===== src/rtl/game_round_sequencer.sv =====
// Game-level sequencer for the whack-a-mole design.
// Steps through NUM_ROUNDS rounds, derives per-round difficulty from the
// current level, gates advancement on a per-round hit threshold and keeps a
// level-weighted, saturating total score.
//
// state   | meaning
// --------+-----------------------------------------------------------
// IDLE    | after reset, waiting for game_start
// CONFIG  | one cycle: pulse round_start, clear round_hits
// RUNNING | round engine active, hits are counted
// PAUSED  | round engine frozen, hits ignored
// EVAL    | one cycle: decide lose / win / next level
// WON     | terminal, all rounds passed; game_start restarts
// LOST    | terminal, a round missed the threshold; game_start restarts
module game_round_sequencer #(
  parameter int NUM_ROUNDS    = 3,
  parameter int PASS_HITS     = 2,
  parameter int TIME_W        = 27,
  parameter int MOLE_W        = 3,
  parameter int SCORE_W       = 8,
  parameter int HIT_W         = 4,
  parameter int BASE_INTERVAL = 12500000,
  parameter int INTERVAL_STEP = 2500000,
  parameter int MIN_INTERVAL  = 2500000,
  parameter int BASE_DURATION = 10000000,
  parameter int DURATION_STEP = 2500000,
  parameter int MIN_DURATION  = 2000000,
  parameter int BASE_MOLES    = 4,
  parameter int MOLE_STEP     = 2,
  parameter int MAX_MOLES     = 7,
  localparam int LVL_W        = (NUM_ROUNDS > 1) ? $clog2(NUM_ROUNDS) : 1
) (
  input  logic              clk,
  input  logic              rst,
  input  logic              game_start,
  input  logic              pause,
  input  logic              round_over,
  input  logic              hit_success,
  output logic              round_start,
  output logic              round_freeze,
  output logic [TIME_W-1:0] interval,
  output logic [TIME_W-1:0] duration,
  output logic [MOLE_W-1:0] molenum,
  output logic [LVL_W-1:0]  round_level,
  output logic [HIT_W-1:0]  round_hits,
  output logic [SCORE_W-1:0] total_score,
  output logic              game_over,
  output logic              game_won
);

  // Wide intermediates so level*step never wraps before the floor compare.
  localparam int CW = TIME_W + LVL_W;
  localparam int MW = MOLE_W + LVL_W;
  localparam int SW = SCORE_W + LVL_W + 1;

  typedef enum logic [2:0] {
    S_IDLE, S_CONFIG, S_RUNNING, S_PAUSED, S_EVAL, S_WON, S_LOST
  } state_t;

  state_t state, state_nxt;

  logic               round_pass;
  logic               last_round;
  logic [HIT_W-1:0]   hits_inc;
  logic [SW-1:0]      score_sum;
  logic [SCORE_W-1:0] score_inc;
  logic [CW-1:0]      lvl_t;
  logic [CW-1:0]      int_dec;
  logic [CW-1:0]      dur_dec;
  logic [MW-1:0]      mole_sum;

  assign round_pass = int'(round_hits) >= PASS_HITS;
  assign last_round = int'(round_level) == (NUM_ROUNDS - 1);

  // Saturating increments for the hit counter and the weighted score.
  always_comb begin
    hits_inc  = (&round_hits) ? round_hits : round_hits + HIT_W'(1);
    score_sum = SW'(total_score) + SW'(round_level) + SW'(1);
    if (score_sum > SW'({SCORE_W{1'b1}}))
      score_inc = {SCORE_W{1'b1}};
    else
      score_inc = score_sum[SCORE_W-1:0];
  end

  // State register.
  always_ff @(posedge clk) begin
    if (rst) state <= S_IDLE;
    else     state <= state_nxt;
  end

  // Next-state logic; round_over wins over pause while a round is live.
  always_comb begin
    state_nxt = state;
    case (state)
      S_IDLE:    if (game_start) state_nxt = S_CONFIG;
      S_CONFIG:  state_nxt = S_RUNNING;
      S_RUNNING: begin
        if (round_over)  state_nxt = S_EVAL;
        else if (pause)  state_nxt = S_PAUSED;
      end
      S_PAUSED: begin
        if (round_over)  state_nxt = S_EVAL;
        else if (!pause) state_nxt = S_RUNNING;
      end
      S_EVAL: begin
        if (!round_pass)     state_nxt = S_LOST;
        else if (last_round) state_nxt = S_WON;
        else                 state_nxt = S_CONFIG;
      end
      S_WON, S_LOST: if (game_start) state_nxt = S_CONFIG;
      default:   state_nxt = S_IDLE;
    endcase
  end

  // State-decoded outputs.
  always_comb begin
    round_start  = 1'b0;
    round_freeze = 1'b0;
    game_over    = 1'b0;
    game_won     = 1'b0;
    case (state)
      S_CONFIG: round_start  = 1'b1;
      S_PAUSED: round_freeze = 1'b1;
      S_WON: begin
        game_over = 1'b1;
        game_won  = 1'b1;
      end
      S_LOST:   game_over    = 1'b1;
      default: ;
    endcase
  end

  // Level, per-round hits and total score.
  always_ff @(posedge clk) begin
    if (rst) begin
      round_level <= '0;
      round_hits  <= '0;
      total_score <= '0;
    end else begin
      case (state)
        S_CONFIG: round_hits <= '0;
        S_RUNNING: begin
          if (hit_success) begin
            round_hits  <= hits_inc;
            total_score <= score_inc;
          end
        end
        S_EVAL: begin
          if (round_pass && !last_round)
            round_level <= round_level + LVL_W'(1);
        end
        S_WON, S_LOST: begin
          if (game_start) begin
            round_level <= '0;
            total_score <= '0;
          end
        end
        default: ;
      endcase
    end
  end

  // Difficulty derived from the level: shrinking interval/duration with
  // floors, growing mole count with a ceiling.
  always_comb begin
    lvl_t    = CW'(round_level);
    int_dec  = lvl_t * CW'(INTERVAL_STEP);
    dur_dec  = lvl_t * CW'(DURATION_STEP);
    mole_sum = MW'(BASE_MOLES) + MW'(round_level) * MW'(MOLE_STEP);

    if ((int_dec > CW'(BASE_INTERVAL)) ||
        ((CW'(BASE_INTERVAL) - int_dec) < CW'(MIN_INTERVAL)))
      interval = TIME_W'(MIN_INTERVAL);
    else
      interval = TIME_W'(CW'(BASE_INTERVAL) - int_dec);

    if ((dur_dec > CW'(BASE_DURATION)) ||
        ((CW'(BASE_DURATION) - dur_dec) < CW'(MIN_DURATION)))
      duration = TIME_W'(MIN_DURATION);
    else
      duration = TIME_W'(CW'(BASE_DURATION) - dur_dec);

    if (mole_sum > MW'(MAX_MOLES))
      molenum = MOLE_W'(MAX_MOLES);
    else
      molenum = MOLE_W'(mole_sum);
  end

endmodule


===== config.mk =====
export PLATFORM = sky130hd
export DESIGN_NAME = game_round_sequencer
export DESIGN_NICKNAME = d
export VERILOG_FILES = /design/src/rtl/game_round_sequencer.sv
export SDC_FILE = /design/constraint.sdc
export NUM_CORES = 1
export LEC_CHECK = 0
export ABC_CLOCK_PERIOD_IN_PS = 2500
export BUFFER_PORTS_ARGS = -buffer_cell sky130_fd_sc_hd__buf_2
export CAP_MARGIN = 10
export CORE_MARGIN = 8
export CORE_UTILIZATION = 47
export DETAILED_ROUTE_END_ITERATION = 10
export PLACE_DENSITY = 0.86
export SYNTH_ARGS = -nofsm -noshare
export SYNTH_HDL_FRONTEND = slang
export SYNTH_SLANG_ARGS = --single-unit
export TNS_END_PERCENT = 20

===== constraint.sdc =====
create_clock -name clk -period 2.5 [get_ports clk]
set_input_delay 0.5 -clock clk [delete_from_list [all_inputs] [get_ports clk]]
set_output_delay 0.5 -clock clk [all_outputs]
set_load 0.005 [all_outputs]

==> flow_summary.ini, run 1 <==
[run_status]
status = finished clean

[cts]
cts.clk_slew.worst_paths_ps = 100
cts_sinks = 17
insertion_delay_ps = 290
post-cts-setup-buffers = 0
cts_tree = built
cts_made_buffers = 3
ctsLongestPathBuffers = 2
root_buffer = clkbuf_4
ctsHoldBuffers = 0
cts-resized-gates = 1
h-tree-depth = 1

[grt]
grt_pass1_vias = 1462
antenna_found_initial = 0
grt-ovfl-total = 0
grt_max_degree = 16
grt_pass1_wl_microns = 6748
grtUsageTotal_pct = 13.09

[detailed_routing]
drt_wl_total_microns = 3856
initialDrtViolationCount = 59
firstDrtPassIters = 5
routed_via_density = 5.030
ant_nets = 0
routedWlPerCell_microns = 12.85
drc = 0
vias = 1509

[place]
dp_slack_ps = 281.3
gp_congestion = 0.8022
io_buffers = 61
hpwlAfterDp_microns = 3145

[sta]
hold_viol = 0
setup_viol = 0
skew_ps = 0.4922
clock.fmax_ghz = 0.4279
slew_violations = 0
timing.final.crit_share_pct = 93.48
tns_ps = 0
worst_slack_ps = 163.1
period_needed_ps = 2337
rsz0062_at_grt = false

[synth]
syn_inst = 210
yosys.area.top_type = dfxtp_1
netlist_area_sq_um = 1689
yosysTopAreaCellShare_pct = 20.15
synthTopCellsByCount = 30 x buf_4, 17 x dfxtp_1, 15 x inv_1, 15 x nand2_1, 14 x ha_1
synth_ff_type = dfxtp_1
netlist-cell-type-count = 56
yosysMostFrequentCell = buf_4
synth-async-reset-ratio_pct = 0
yosys_warnings = 0
yosysSeqAreaShare_pct = 20.15
synth.avg_cell_area_sq_um = 8.043
synth.top_cells.by_area = dfxtp_1 20%, buf_4 13%, ha_1 10%, xor2_1 3.6%, inv_1 3.3%
synth-seq-cells = 17
synth-edff-count = 0

[power_and_ir_drop]
cellLeakagePower_nw = 0.9039
worst_ir_drop_vdd_v = 0.0003295
p_per_area_nw_per_um2 = 411.1

[worst_setup_path]
required_ps = 2000
endpoint_kind = primary output
r2r_cells = 7
path_max_fanout = 9
rrSetupSlack_ps = 530
regToRegEndpoint = total_score[3]$_SDFFE_PP0P_
cp-start-kind = flop
r2r_start = round_level[0]$_SDFFE_PP0P_
crit_type = reg -> out
crit_arrival_ps = 1840

[cells_and_area]
nets = 276
n_fill_cell = 345
area_growth_pct = 12.15
finalCoreUtilization_pct = 55.89
layout-drive-gt1-share_pct = 34.25
num_antenna_cells = 0

[flow_run]
maxCapViolCount = 0

[min_path]
whs_path_depth = 3
hold_path_class = in -> reg
hold_start = round_over
worstHoldEndpoint = state[0]$_SDFFE_PP0P_

[die]
initial_core_util_pct = 49.83
io-pin-count = 81
die_w_microns = 75.95
core_area_sq_um = 3390
die_h_microns = 75.95
row_count = 21
dieArea_sq_um = 5768
[stage by stage]
stage                     instance area, sq um  total power [mW]  hold WS (ps)  cells
after floorplan                           1753            0.6114         497.6    227
after global placement                    1857            0.6237         500.9    296
after detailed placement                  1857            0.6314         543.8    296
after CTS                                 1884            0.7820         533.1    300
after global routing                      1894            0.8398         530.8    300
final                                     1894            0.7788         544.9    300
[layer usage]
layer,global-route usage (%),vias to the layer above,wire length [microns]
met5,0,-,0
met4,2.353,0,33
met3,4.953,4,279
met2,22.11,57,1864
met1,15.35,690,1678
li1,-,758,-
[state kept, by name (all words and copies together), names as in the netlist]
name,flops
round_level,2
round_hits,4
state,3
total_score,8
[how the worst max path moves through the flow]
stage                   endpoint                   startpoint  depth (start not counted)
global placement    interval[11]  round_level[1]$_SDFFE_PP0P_                          6
global route        interval[11]  round_level[1]$_SDFFE_PP0P_                          6
floorplan           interval[17]  round_level[0]$_SDFFE_PP0P_                          7
detailed placement  interval[11]  round_level[1]$_SDFFE_PP0P_                          6
finish              interval[11]  round_level[1]$_SDFFE_PP0P_                          6
CTS                 interval[11]  round_level[1]$_SDFFE_PP0P_                          6
[cells in the final DEF, fill, tap and decap left out, drive strengths merged, types with 2 or more instances in the layout]
cell / count
a211oi: 4
a21o: 2
a21oi: 6
a22o: 2
a311oi: 3
a31oi: 6
and2: 2
and3: 6
and4bb: 2
buf: 63
clkbuf: 4
conb: 19
dfxtp: 17
ha: 14
inv: 15
mux2: 2
nand2: 15
nand2b: 5
nand3: 7
nor2: 12
nor2b: 2
nor3: 2
nor3b: 2
nor4: 2
o21a: 2
o21ai: 7
or2: 3
or2b: 2
xnor2: 5
xor2: 7
[cell type report]
| class | instances | area (sq um) | share of cell area, % |
|---|---|---|---|
| inverters | 15 | 56.30 | 2.972 |
| repair buffers | 63 | 320.3 | 16.91 |
| flip-flops and latches | 17 | 341.6 | 18.03 |
| multi-input cells | 155 | 1092 | 57.66 |
| well taps | 46 | 57.56 | 3.038 |
| clock buffers | 4 | 26.28 | 1.387 |
[power breakdown]
part           leakage [nW]  total (mW)  internal (mW)  switching (mW)
Sequential            0.138       0.354          0.294          0.0609
Clock                0.0150       0.151         0.0620          0.0888
Combinational         0.751       0.274          0.133           0.141
Total                 0.904       0.779          0.488           0.290
[critical path: stages, from the launching register on]
cell     delay [ps]
dfxtp_2         430
inv_1           150
ha_1            250
or3_1           450
nand2_1         120
inv_1            40
buf_2           110
[cells by family after synthesis]
| group | share of synthesized area (%) |
|---|---|
| other | 0.4446 |
| multiplexers | 1.333 |
| flip-flops | 20.15 |
| AO/OA/AOI/OAI | 17.48 |
| buffers and inverters | 19.56 |
| AND/OR/NAND/NOR | 23.26 |
| adder cells (fa/ha/maj) | 11.56 |
| XOR/XNOR | 6.222 |
Note: power is estimated with default switching activity, not from simulation.
==> run 2, diff against run 1 <==
--- a/config.mk
+++ b/config.mk
@@ -12,6 +12,7 @@
 export CORE_UTILIZATION = 47
 export DETAILED_ROUTE_END_ITERATION = 10
 export PLACE_DENSITY = 0.86
+export REMOVE_ABC_BUFFERS = 1
 export SYNTH_ARGS = -nofsm -noshare
 export SYNTH_HDL_FRONTEND = slang
 export SYNTH_SLANG_ARGS = --single-unit
==> flow_summary.ini, run 2 (synthesis results as in run 1) <==
[grt]
grtUsageTotal_pct = 13.20
grt-ovfl-total = 0
grt_max_degree = 16
grt_pass1_vias = 1391
antenna_found_initial = 0
grt_pass1_wl_microns = 6672

[worst_setup_path]
cpPeakStageDelay_ps = 430
endpoint_kind = primary output
cpMaxStageDelayCell = dfxtp_4
crit_top_cell = inv_1
crit_arrival_ps = 1820
rrSetupSlack_ps = 590
r2r_start = round_level[0]$_SDFFE_PP0P_
cp-start-kind = flop
crit_chain = inv_1, ha_1, or3_4, nand2_1, inv_1, buf_2
crit_type = reg -> out
regToRegEndpoint = total_score[5]$_SDFFE_PP0P_
startpoint = round_level[1]$_SDFFE_PP0P_
cp_num_buf_inv = 3
path_max_fanout = 12
cp_top_family = simple AND/OR/NAND/NOR gates
required_ps = 2000
r2r_cells = 7

[sta]
rsz0062_at_grt = false
worst_slack_ps = 179.5
skew_ps = 8.516
clock.fmax_ghz = 0.4309
setup_viol = 0
tns_ps = 0
slew_violations = 0
timing.final.crit_share_pct = 92.82
hold_viol = 0
period_needed_ps = 2320

[die]
io-pin-count = 81
die_w_microns = 75.95
die_h_microns = 75.95
initial_core_util_pct = 49.83
row_count = 21
dieArea_sq_um = 5768
core_area_sq_um = 3390

[place]
dp_slack_ps = 240.5
gp_congestion = 0.8242
io_buffers = 61
hpwlAfterDp_microns = 3232

[cells_and_area]
reg.largest.list = total_score (8), round_hits (4), state (3)
layout-drive-gt1-share_pct = 35.16
layout_common_cells = 61 x buf_2, 19 x conb_1, 16 x dfxtp_1
top_register = total_score
area_growth_pct = 13.41
final_common_cell = buf_2
num_antenna_cells = 0
nets = 278
largest_reg_flops = 8

[cts]
cts_sinks = 17
h-tree-depth = 1
root_buffer = clkbuf_4
cts_made_buffers = 3
ctsLongestPathBuffers = 2
cts_tree = built
post-cts-setup-buffers = 0
cts.clk_slew.worst_paths_ps = 110
insertion_delay_ps = 300

[min_path]
hold_path_class = in -> reg
whs_path_depth = 2
hold_start = rst
worstHoldEndpoint = round_level[1]$_SDFFE_PP0P_

[detailed_routing]
firstDrtPassIters = 4
routed_via_density = 5.086
ant_nets = 0
drc = 0
drt_wl_total_microns = 4168
routedWlPerCell_microns = 13.80
initialDrtViolationCount = 107
vias = 1536

[power_and_ir_drop]
power_mw = 0.7983
worst_ir_drop_vdd_v = 0.0005212
cellLeakagePower_nw = 0.9215
p_per_area_nw_per_um2 = 416.7

[flow_run]
maxCapViolCount = 0

[run_status]
status = finished clean
[run 2: worst register-to-register path: cells and delay by family (launching register included)]
kind,cells,cell delay [ps]
adder cells (fa/ha/maj),2,630
AND/OR/NAND/NOR,1,210
buffers and inverters,1,90
flip-flops,1,360
AO/OA/AOI/OAI,3,520
[run 2: repair_timing]
action / 4_1_cts / 5_1_grt
endpoints found under the setup margin: 8 / 8
hold buffers: 0 / 0
resized for setup: 1 / 5
pin swaps: 0 / 0
[run 2: layout make-up]
cell class	count	area, sq um
Multi-Input combinational cell	155	1095
Timing Repair Buffer	65	335.3
Sequential cell	17	344.1
Inverter	15	56.30
Clock buffer	3	22.52
Fill cell	327	1474
Tap cell	46	57.56
Clock inverter	1	5.005
[run 2: through the flow]
step	hold WS [ps]	area, sq um	std cells	util, %
after floorplan	497.6	1479	187	-
after CTS	530.7	1901	302	56.07
final	537.0	1916	302	56.52
after global placement	498.4	1872	298	55.22
after detailed placement	523.2	1872	298	55.22
after global routing	544.2	1916	302	56.52
[run 2: routing by layer]
metal | vias up | wire length, microns | GRT usage (%) | share of wire [%]
met5 | - | 0 | 0 | 0
met4 | 0 | 15 | 2.157 | 0.36
met3 | 2 | 467 | 6.250 | 11
met2 | 77 | 2050 | 22.88 | 49
met1 | 694 | 1634 | 14.35 | 39
li1 | 763 | - | - | -
[run 2: report_power, final]
part           leakage [nW]  internal (mW)  switching (mW)
registers             0.138          0.293          0.0382
logic                 0.765          0.143           0.170
clock network        0.0177         0.0595          0.0949
[run 2: worst max-delay path by stage]
stage | to | cells past startpoint
after CTS | interval[13] | 7
final | interval[11] | 6
after detailed placement | interval[11] | 6
after global routing | interval[11] | 6
after global placement | interval[11] | 6
after floorplan | interval[11] | 5
